<file path="config.mk">
export PLATFORM = sky130hd
export DESIGN_NAME = display_msg_sel_flat
export DESIGN_NICKNAME = d
export VERILOG_FILES = /design/src/rtl/display_msg_sel_if.sv /design/src/rtl/display_msg_sel.sv /design/src/flat_wrapper.sv
export SDC_FILE = /design/constraint.sdc
export NUM_CORES = 1
export LEC_CHECK = 0
export ABC_AREA = 1
export BUFFER_PORTS_ARGS = -buffer_cell sky130_fd_sc_hd__buf_4
export CAP_MARGIN = 20
export CORE_ASPECT_RATIO = 0.5
export CORE_MARGIN = 2
export CORE_UTILIZATION = 40
export CTS_BUF_LIST = sky130_fd_sc_hd__clkbuf_8
export DETAILED_ROUTE_END_ITERATION = 16
export HOLD_SLACK_MARGIN = 0.12
export SYNTH_ARGS = -nofsm -noshare
export SYNTH_HDL_FRONTEND = slang
export SYNTH_SLANG_ARGS = --single-unit
</file>
<file path="constraint.sdc">
create_clock -name src_clk -period 1.75 [get_ports src_clk]
set_input_delay 0.0875 -clock src_clk [delete_from_list [all_inputs] [get_ports src_clk]]
set_output_delay 0.0875 -clock src_clk [all_outputs]
set_load 0.005 [all_outputs]
</file>
<file path="src/rtl/display_msg_sel_if.sv">
// Signal bundle between the UART/baud sources, display_msg_sel and the digit display.
// master = source/display side (testbench), slave = display_msg_sel.
interface display_msg_sel_if;
  logic [1:0] baud_sel;
  logic       rx_valid;
  logic [7:0] rx_data;
  logic       tx_start;
  logic [7:0] tx_data;
  logic       mode;
  logic [7:0] msg;
  logic [1:0] show_src;

  modport master (
    output baud_sel, rx_valid, rx_data, tx_start, tx_data,
    input  mode, msg, show_src
  );

  modport slave (
    input  baud_sel, rx_valid, rx_data, tx_start, tx_data,
    output mode, msg, show_src
  );
endinterface

</file>
<file path="src/rtl/display_msg_sel.sv">
// Chooses what the seven-segment stage shows: the baud code, or a UART byte held for HOLD_CYCLES.
// Define DISP_TX_ECHO_EN to also display transmitted bytes (TX path, pending register, S_TX).
//
// state  | meaning
// S_BAUD | showing {6'b0, baud_q}, mode = BAUDRATE_MODE
// S_RX   | showing received byte, hold counter running
// S_TX   | showing transmitted byte, hold counter running (DISP_TX_ECHO_EN only)
module display_msg_sel #(
  parameter int HOLD_CYCLES = 50_000_000,
  parameter int CNT_W       = 26
) (
  input logic              src_clk,
  input logic              rst_n,
  display_msg_sel_if.slave bus
);

  localparam logic [1:0] S_BAUD = 2'b00;
  localparam logic [1:0] S_RX   = 2'b01;
  localparam logic       BAUDRATE_MODE = 1'b0;
  localparam logic       DATA_MODE     = 1'b1;
  localparam logic [1:0] SRC_BAUD = 2'b00;
  localparam logic [1:0] SRC_RX   = 2'b01;
  localparam logic [CNT_W-1:0] HOLD_LD = CNT_W'(HOLD_CYCLES - 1);
`ifdef DISP_TX_ECHO_EN
  localparam logic [1:0] S_TX   = 2'b10;
  localparam logic [1:0] SRC_TX = 2'b10;
`endif

  logic [1:0]       state;
  logic [1:0]       baud_q;
  logic             mode_q;
  logic [7:0]       msg_q;
  logic [1:0]       show_src_q;
  logic [CNT_W-1:0] cnt;
  logic             baud_chg;

`ifdef DISP_TX_ECHO_EN
  logic       pend;
  logic [7:0] pend_byte;
`else
  logic unused_tx;
  assign unused_tx = ^{bus.tx_start, bus.tx_data};
`endif

  assign baud_chg = (bus.baud_sel != baud_q);

  always_ff @(posedge src_clk or negedge rst_n) begin
    if (!rst_n) begin
      state      <= S_BAUD;
      baud_q     <= 2'b00;
      mode_q     <= BAUDRATE_MODE;
      msg_q      <= 8'h00;
      show_src_q <= SRC_BAUD;
      cnt        <= '0;
`ifdef DISP_TX_ECHO_EN
      pend       <= 1'b0;
      pend_byte  <= 8'h00;
`endif
    end else begin
      baud_q <= bus.baud_sel;
      if (baud_chg) begin
        // a baud change wins outright; strobes in the same cycle are dropped
        state      <= S_BAUD;
        mode_q     <= BAUDRATE_MODE;
        msg_q      <= {6'b0, bus.baud_sel};
        show_src_q <= SRC_BAUD;
        cnt        <= '0;
`ifdef DISP_TX_ECHO_EN
        pend       <= 1'b0;
`endif
      end else if (bus.rx_valid) begin
        state      <= S_RX;
        mode_q     <= DATA_MODE;
        msg_q      <= bus.rx_data;
        show_src_q <= SRC_RX;
        cnt        <= HOLD_LD;
`ifdef DISP_TX_ECHO_EN
        if (bus.tx_start) begin
          pend      <= 1'b1;
          pend_byte <= bus.tx_data;
        end
`endif
      end
`ifdef DISP_TX_ECHO_EN
      else if (bus.tx_start && (state == S_RX)) begin
        // RX keeps the display; TX waits its turn and the hold keeps running
        pend      <= 1'b1;
        pend_byte <= bus.tx_data;
        if (cnt != '0) cnt <= cnt - CNT_W'(1);
      end else if (bus.tx_start && ((state == S_BAUD) || (state == S_TX))) begin
        state      <= S_TX;
        mode_q     <= DATA_MODE;
        msg_q      <= bus.tx_data;
        show_src_q <= SRC_TX;
        cnt        <= HOLD_LD;
      end
`endif
      else begin
        case (state)
`ifdef DISP_TX_ECHO_EN
          S_RX, S_TX: begin
`else
          S_RX: begin
`endif
            if (cnt != '0) begin
              cnt <= cnt - CNT_W'(1);
            end
`ifdef DISP_TX_ECHO_EN
            else if (pend) begin
              state      <= S_TX;
              mode_q     <= DATA_MODE;
              msg_q      <= pend_byte;
              show_src_q <= SRC_TX;
              cnt        <= HOLD_LD;
              pend       <= 1'b0;
            end
`endif
            else begin
              state      <= S_BAUD;
              mode_q     <= BAUDRATE_MODE;
              msg_q      <= {6'b0, baud_q};
              show_src_q <= SRC_BAUD;
            end
          end
          default: begin
            state      <= S_BAUD;
            mode_q     <= BAUDRATE_MODE;
            msg_q      <= {6'b0, baud_q};
            show_src_q <= SRC_BAUD;
            cnt        <= '0;
          end
        endcase
      end
    end
  end

  assign bus.mode     = mode_q;
  assign bus.msg      = msg_q;
  assign bus.show_src = show_src_q;

endmodule

</file>
<file path="src/flat_wrapper.sv">
// flat-port wrapper written by rule: the top's interface ports become plain ports
module display_msg_sel_flat 
#(
  parameter int HOLD_CYCLES = 50_000_000,
  parameter int CNT_W       = 26
)
  (src_clk, rst_n, bus_baud_sel, bus_rx_valid, bus_rx_data, bus_tx_start, bus_tx_data, bus_mode, bus_msg, bus_show_src);
  display_msg_sel_if bus_i ();
  input logic src_clk;
  input logic rst_n;
  input wire logic [$bits(bus_i.baud_sel)-1:0] bus_baud_sel;
  input wire logic [$bits(bus_i.rx_valid)-1:0] bus_rx_valid;
  input wire logic [$bits(bus_i.rx_data)-1:0] bus_rx_data;
  input wire logic [$bits(bus_i.tx_start)-1:0] bus_tx_start;
  input wire logic [$bits(bus_i.tx_data)-1:0] bus_tx_data;
  output wire logic [$bits(bus_i.mode)-1:0] bus_mode;
  output wire logic [$bits(bus_i.msg)-1:0] bus_msg;
  output wire logic [$bits(bus_i.show_src)-1:0] bus_show_src;
  assign bus_i.baud_sel = bus_baud_sel;
  assign bus_i.rx_valid = bus_rx_valid;
  assign bus_i.rx_data = bus_rx_data;
  assign bus_i.tx_start = bus_tx_start;
  assign bus_i.tx_data = bus_tx_data;
  assign bus_mode = bus_i.mode;
  assign bus_msg = bus_i.msg;
  assign bus_show_src = bus_i.show_src;
  display_msg_sel #(.HOLD_CYCLES(HOLD_CYCLES), .CNT_W(CNT_W)) u_core (.src_clk(src_clk), .rst_n(rst_n), .bus(bus_i));
endmodule
</file>
==> results.sh, run 1 <==
export IMPL_status="completed"
export IMPL_p_per_area_nw_per_um2=801.0
export IMPL_fp_dieArea_sq_um=6075
export IMPL_layout_drive_gt1_share=0.1656
export IMPL_nets=348
export IMPL_antenna_found_initial=0
export IMPL_timing_critical_path_required_ns=1.91
export IMPL_routabilityCongestion=0.8933
export IMPL_crit_path_top_delay_cell="dfrtp_1"
export IMPL_synthesis_nets=311
export IMPL_path_buf_inv=0
export IMPL_syn_inst=288
export IMPL_endpoint_kind="register"
export IMPL_path_max_fanout=13
export IMPL_ir_drop_mv=0.4017
export IMPL_yosysMostFrequentCell="nand2_1"
export IMPL_synth_top_area_cell="dfrtp_1"
export IMPL_cp_startpoint="u_core.cnt[16]"
export IMPL_hpwlAfterDp_um=3780
export IMPL_io_buffers=22
export IMPL_route_met2_wl_um=2317
export IMPL_root_buffer="clkbuf_8"
export IMPL_cpMostUsedCell="nand4_4"
export IMPL_top_layer_used="met4"
export IMPL_crit_path_cell_trace="nor2_1, nand4_4, nor2_8, nand4_4, nand2_8, a21oi_1"
export IMPL_final_core_util=0.5281
export IMPL_cts_max_level=2
export IMPL_grt_start_max_net_pins=38
export IMPL_syn_to_final_growth_pct=23.14
export IMPL_fmax_mhz=613.1
export IMPL_worst_path_stages=6
export IMPL_clock_latency_ns=0.30
export IMPL_endpoint="u_core.cnt[23]"
export IMPL_slew_headroom=0.6311
export IMPL_timing_final_hold_violations=0
export IMPL_power_leakage_uw=0.001395
export IMPL_finalSetupViolCount=0
export IMPL_yosys_register_bits=37
export IMPL_firstDrtPassIters=4
export IMPL_finish_instance_area_sq_um=2676
export IMPL_fin_setup_tns_ns=0
export IMPL_cts_max_path_buffers=2
export IMPL_grt_pass1_vias=1946
export IMPL_cp_start_kind="register"
export IMPL_drt_iter0_markers=121
export IMPL_ys_types=33
export IMPL_die_h_um=56.12
export IMPL_min_period_ns=1.631
export IMPL_cts_sinks=37
export IMPL_cp_top_family="simple AND/OR/NAND/NOR gates"
export IMPL_timing_rr_start="u_core.cnt[16]"
export IMPL_diodes=0
export IMPL_synthesis_area_sq_um=2173
export IMPL_grt_use_total=0.1901
export IMPL_whs_ns=0.1336
export IMPL_synthFlopType="dfrtp_1"
export IMPL_r2r_slack_ns=0.12
export IMPL_drc_errors=0
export IMPL_synth_area_per_cell_sq_um=7.546
export IMPL_start_util=0.4289
export IMPL_die_w_um=108.2
export IMPL_async_flop_share=1.000
export IMPL_slew_violations=0
export IMPL_fp_row_count=18
export IMPL_synth_edf_count=0
export IMPL_cts_tree="done"
export IMPL_grt_ovfl_total=0
export IMPL_rr_worst_depth=6
export IMPL_wl_met1_um=2722
export IMPL_wl_per_cell_um=13.57
export IMPL_hp_class="in -> reg"
export IMPL_grt_pass1_wl_um=8935
export IMPL_cp_arrival_ns=1.79
export IMPL_place_area_sq_um=2426
export IMPL_route_met3_wl_um=254
export IMPL_synth_commonest_cells="nand2_1 (65), nor2_1 (48), dfrtp_1 (37)"
export IMPL_yosysSeqAreaShare=0.4260
export IMPL_post_route_period_util=0.9321
export IMPL_path_class="reg -> reg"
export IMPL_io_pins=33
export IMPL_synthTopCellsByArea="dfrtp_1 (43%), nand2_1 (11%), nor2_1 (8.3%)"
export IMPL_synth_top_cell_area_share=0.4260
export IMPL_coreArea_sq_um=5067
export IMPL_worstMarginPinSlew_ns=0.5500
export IMPL_vias=1997
export IMPL_drt_total_wl_um=5374
export IMPL_max_cap_violations=0
export IMPL_r2r_end="u_core.cnt[23]"
export IMPL_cts_buffers=5
export IMPL_n_fill_cell=492
export IMPL_ys_warn_count=0
export IMPL_cp_slowest_stage_delay_ns=0.43
export IMPL_fin_skew_ns=0.006235
export IMPL_drtAntennaViolNets=0
export IMPL_grt_setup_unrepaired="false"
export IMPL_path_clk_slew_ns=0.07
export IMPL_via_per_inst=5.043
-- cells in the final DEF (no fill, tap or decap), types with 2 or more instances in the layout --
| master | instances |
|---|---|
| a21o_1 | 2 |
| a21oi_1 | 15 |
| buf_4 | 29 |
| clkbuf_8 | 7 |
| dfrtp_1 | 37 |
| dlygate4sd3_1 | 9 |
| inv_1 | 27 |
| nand2_1 | 65 |
| nand2_4 | 3 |
| nand3_1 | 35 |
| nand3_4 | 2 |
| nand4_1 | 8 |
| nand4_4 | 2 |
| nor2_1 | 48 |
| nor2_2 | 2 |
| o21ai_0 | 10 |
| o21ai_1 | 2 |
| xnor2_1 | 4 |
| xor2_1 | 6 |
-- worst min-delay path by stage --
| stage | start | end | depth (start not counted) |
|---|---|---|---|
| 2_1_floorplan | rst_n | u_core.baud_q[0] | 0 |
| 3_3_place_gp | rst_n | u_core.baud_q[0] | 1 |
| 3_5_place_dp | rst_n | u_core.baud_q[1] | 1 |
| 4_1_cts | bus_rx_valid | u_core.bus.show_src[0] | 3 |
| 5_1_grt | bus_rx_valid | u_core.bus.show_src[0] | 3 |
| 6_report | bus_rx_valid | u_core.bus.show_src[0] | 3 |
-- worst min-delay path: stages --
cell and delay, ns:
buf_4 0.13, nand2_1 0.10, nand2_1 0.08
-- state kept, by name (all words and copies together), names as in the netlist --
register	flops
u_core.bus.msg	8
u_core.cnt	26
u_core.bus.show_src	1
u_core.baud_q	2
-- what timing repair did --
item,4_1_cts,5_1_grt
gates resized for setup,0,7
hold endpoints to repair,45,0
buffers inserted,0,0
hold buffers,9,0
endpoints found under the setup margin,0,28
-- area by class of cell --
| class | instances | area (sq um) | share of cell area |
|---|---|---|---|
| flip-flops and latches | 37 | 925.9 | 0.3460 |
| clock buffers | 7 | 96.34 | 0.03600 |
| multi-input cells | 215 | 1149 | 0.4292 |
| inverters | 28 | 105.1 | 0.03927 |
| well taps | 70 | 87.58 | 0.03273 |
| clock inverters | 1 | 5.005 | 0.001870 |
| repair buffers | 38 | 307.8 | 0.1150 |
-- kinds of logic after synthesis --
| family | share of synthesized area |
|---|---|
| AOI/OAI and AO/OA | 0.07599 |
| xor gates and xnor gates | 0.04030 |
| adders and majority gates | 0.005756 |
| buffers and inverters | 0.07253 |
| DFF | 0.4260 |
| other | 0.001725 |
| and+or+nand+nor | 0.3777 |
-- power by group --
part	leakage, uW	switching [uW]	internal (uW)	total, uW
sequential	0.000499	29.6	888	917
combinational	0.000841	340	210	550
clock	0.0000542	320	356	676
total	0.00139	690	1450	2140
-- stage by stage --
step,total power (uW),worst slack [ns],cells
global placement,1425,0.1214,378
global route,2273,0.01213,396
finish,2144,0.1188,396
detailed placement,1438,0.08996,378
floorplan,1286,0.1670,288
CTS,2138,0.08539,395
-- metal layers --
layer | up-vias | global-route usage
met1 | 929 | 0.2609
met4 | 0 | 0.07509
li1 | 1004 | -
met5 | - | 0
met2 | 53 | 0.2866
met3 | 11 | 0.04918
Power figures use the tool's default switching activity.
==> run 2, diff against run 1 <==
--- a/config.mk
+++ b/config.mk
@@ -10,10 +10,12 @@
 export CAP_MARGIN = 20
 export CORE_ASPECT_RATIO = 0.5
 export CORE_MARGIN = 2
-export CORE_UTILIZATION = 40
+export CORE_UTILIZATION = 37
 export CTS_BUF_LIST = sky130_fd_sc_hd__clkbuf_8
 export DETAILED_ROUTE_END_ITERATION = 16
 export HOLD_SLACK_MARGIN = 0.12
+export PLACE_DENSITY = 0.65
+export SLEW_MARGIN = 20
 export SYNTH_ARGS = -nofsm -noshare
 export SYNTH_HDL_FRONTEND = slang
 export SYNTH_SLANG_ARGS = --single-unit
==> run 2 against run 1 <==
Compared with the run above:
- clock power is 33% higher
- combinational power is 3% higher
- die area is 7.7% higher
- global-route usage is 2.2 points lower
- cell count is 1.8% higher
- register-to-register slack worse by 0.06 ns
- sequential power hardly changed
- critical path type unchanged
==> results.sh, run 2 (same netlist as run 1, synthesis figures left out) <==
export IMPL_status="completed"
export IMPL_cts_tree="done"
export IMPL_syn_to_final_growth_pct=26.37
export IMPL_fmax_mhz=592.4
export IMPL_rr_worst_depth=6
export IMPL_path_clk_slew_ns=0.08
export IMPL_cts_max_path_buffers=2
export IMPL_die_w_um=112.4
export IMPL_drt_iter0_markers=121
export IMPL_setup_slack_ns=0.06207
export IMPL_hp_class="in -> reg"
export IMPL_timing_critical_path_required_ns=1.91
export IMPL_min_period_ns=1.688
export IMPL_mostFrequentLayoutCells="nand2_1 (64), nor2_1 (46), dfrtp_1 (37)"
export IMPL_ir_drop_mv=0.4881
export IMPL_hpwlAfterDp_um=3660
export IMPL_antenna_found_initial=0
export IMPL_io_buffers=22
export IMPL_io_pins=33
export IMPL_timing_final_hold_violations=0
export IMPL_grt_pass1_vias=1953
export IMPL_r2r_end="u_core.cnt[25]"
export IMPL_grt_use_total=0.1679
export IMPL_stdcell_count=403
export IMPL_n_fill_cell=535
export IMPL_cp_start_kind="register"
export IMPL_path_max_fanout=6
export IMPL_final_common_cell="nand2_1"
export IMPL_cts_max_level=2
export IMPL_r2r_slack_ns=0.06
export IMPL_whs_ns=0.1697
export IMPL_diodes=0
export IMPL_wl_per_cell_um=13.43
export IMPL_path_buf_inv=0
export IMPL_worstMarginPinSlew_ns=0.5155
export IMPL_final_core_util=0.4937
export IMPL_power_leakage_uw=0.001428
export IMPL_cts_buffers=5
export IMPL_finalSetupViolCount=0
export IMPL_hp_start="bus_rx_valid"
export IMPL_dp_cells=382
export IMPL_drtAntennaViolNets=0
export IMPL_cp_top_family="simple AND/OR/NAND/NOR gates"
export IMPL_p_sw_frac=0.2952
export IMPL_endpoint_kind="register"
export IMPL_max_cap_violations=0
export IMPL_grt_start_max_net_pins=38
export IMPL_fp_row_count=19
export IMPL_drc_errors=0
export IMPL_coreArea_sq_um=5563
export IMPL_fin_skew_ns=0.008176
export IMPL_grt_pass1_wl_um=8811
export IMPL_seq_power_share=0.385
export IMPL_p_sw_uw=702.9
export IMPL_start_util=0.3907
export IMPL_post_route_period_util=0.9645
export IMPL_cts_sinks=37
export IMPL_worst_path_stages=6
export IMPL_drt_total_wl_um=5411
export IMPL_die_h_um=58.20
export IMPL_timing_rr_start="u_core.cnt[16]"
export IMPL_power_internal_uw=1678
export IMPL_cp_startpoint="u_core.cnt[16]"
export IMPL_slew_headroom=0.6542
export IMPL_slew_violations=0
export IMPL_p_clk_frac=0.377
export IMPL_clock_latency_ns=0.29
export IMPL_firstDrtPassIters=4
export IMPL_root_buffer="clkbuf_8"
export IMPL_combPwrFrac=0.239
export IMPL_cp_arrival_ns=1.85
export IMPL_grt_ovfl_total=0
export IMPL_largest_register_ffs=26
export IMPL_vias=2012
export IMPL_p_per_area_nw_per_um2=866.9
export IMPL_path_class="reg -> reg"
export IMPL_routabilityCongestion=0.8855
export IMPL_cpMostUsedCell="nand4_4"
export IMPL_post_place_ws_ns=0.07525
export IMPL_regMostFlops="u_core.cnt"
export IMPL_fp_dieArea_sq_um=6540
export IMPL_endpoint="u_core.cnt[25]"
export IMPL_nets=352
export IMPL_via_per_inst=4.993
export IMPL_layout_drive_gt1_share=0.1848
export IMPL_crit_path_top_delay_cell="dfrtp_1"
export IMPL_cp_slowest_stage_delay_ns=0.43
export IMPL_crit_path_cell_trace="nor2_1, nand4_4, nor2_8, nand4_4, nand2_4, a21oi_1"
-- run 2: worst min-delay path by stage --
stage,slack [ns],to,cells past startpoint
2_1_floorplan,-0.21,u_core.baud_q[0],0
3_3_place_gp,0.08,u_core.cnt[1],1
3_5_place_dp,0.08,u_core.cnt[0],1
4_1_cts,0.18,u_core.bus.show_src[0],3
5_1_grt,0.19,u_core.bus.show_src[0],3
6_report,0.17,u_core.bus.show_src[0],3
-- run 2: final cells by class --
class | count | area [sq um] | area share
sequential | 37 | 925.9 | 0.3371
inverter | 28 | 105.1 | 0.03827
clock inverter | 3 | 65.06 | 0.02369
multi-input combinational | 216 | 1160 | 0.4223
timing repair buffer | 41 | 330.3 | 0.1203
tap | 73 | 91.34 | 0.03326
clock buffer | 5 | 68.82 | 0.02506
-- run 2: power groups by stage --
stage	combinational [uW]	sequential, uW	clock [uW]
finish	568	916	896
global route	637	922	942
CTS	520	916	904
detailed placement	501	932	0
global placement	490	931	0
floorplan	360	926	0
-- run 2: worst register-to-register path: cells and delay by family, from the launching register on --
family,cells,cell delay [ns]
flip-flops,1,0.43
AO/OA/AOI/OAI,1,0.06
AND/OR/NAND/NOR,5,1.08
-- run 2: what timing repair did --
action / in CTS / in global routing
gates resized for setup: 0 / 9
hold buffers: 9 / 0
setup endpoints to repair: 0 / 28
buffers inserted: 0 / 2
hold endpoints to repair: 45 / 0
-- run 2: per-stage QoR --
| step | power [uW] | instance area (sq um) | TNS, ns |
|---|---|---|---|
| 2_1_floorplan | 1286 | 2173 | 0 |
| 3_3_place_gp | 1422 | 2437 | 0 |
| 3_5_place_dp | 1433 | 2437 | 0 |
| 4_1_cts | 2340 | 2661 | 0 |
| 5_1_grt | 2502 | 2746 | -0.2077 |
| 6_report | 2381 | 2746 | 0 |
-- run 2: per-layer routing --
metal / part of all wire / up-vias / GRT usage
li1: - / 1009 / -
met2: 0.49 / 54 / 0.3029
met3: 0.055 / 4 / 0.02510
met4: 0.0067 / 0 / 0.03659
met5: 0 / - / 0
met1: 0.45 / 945 / 0.2189
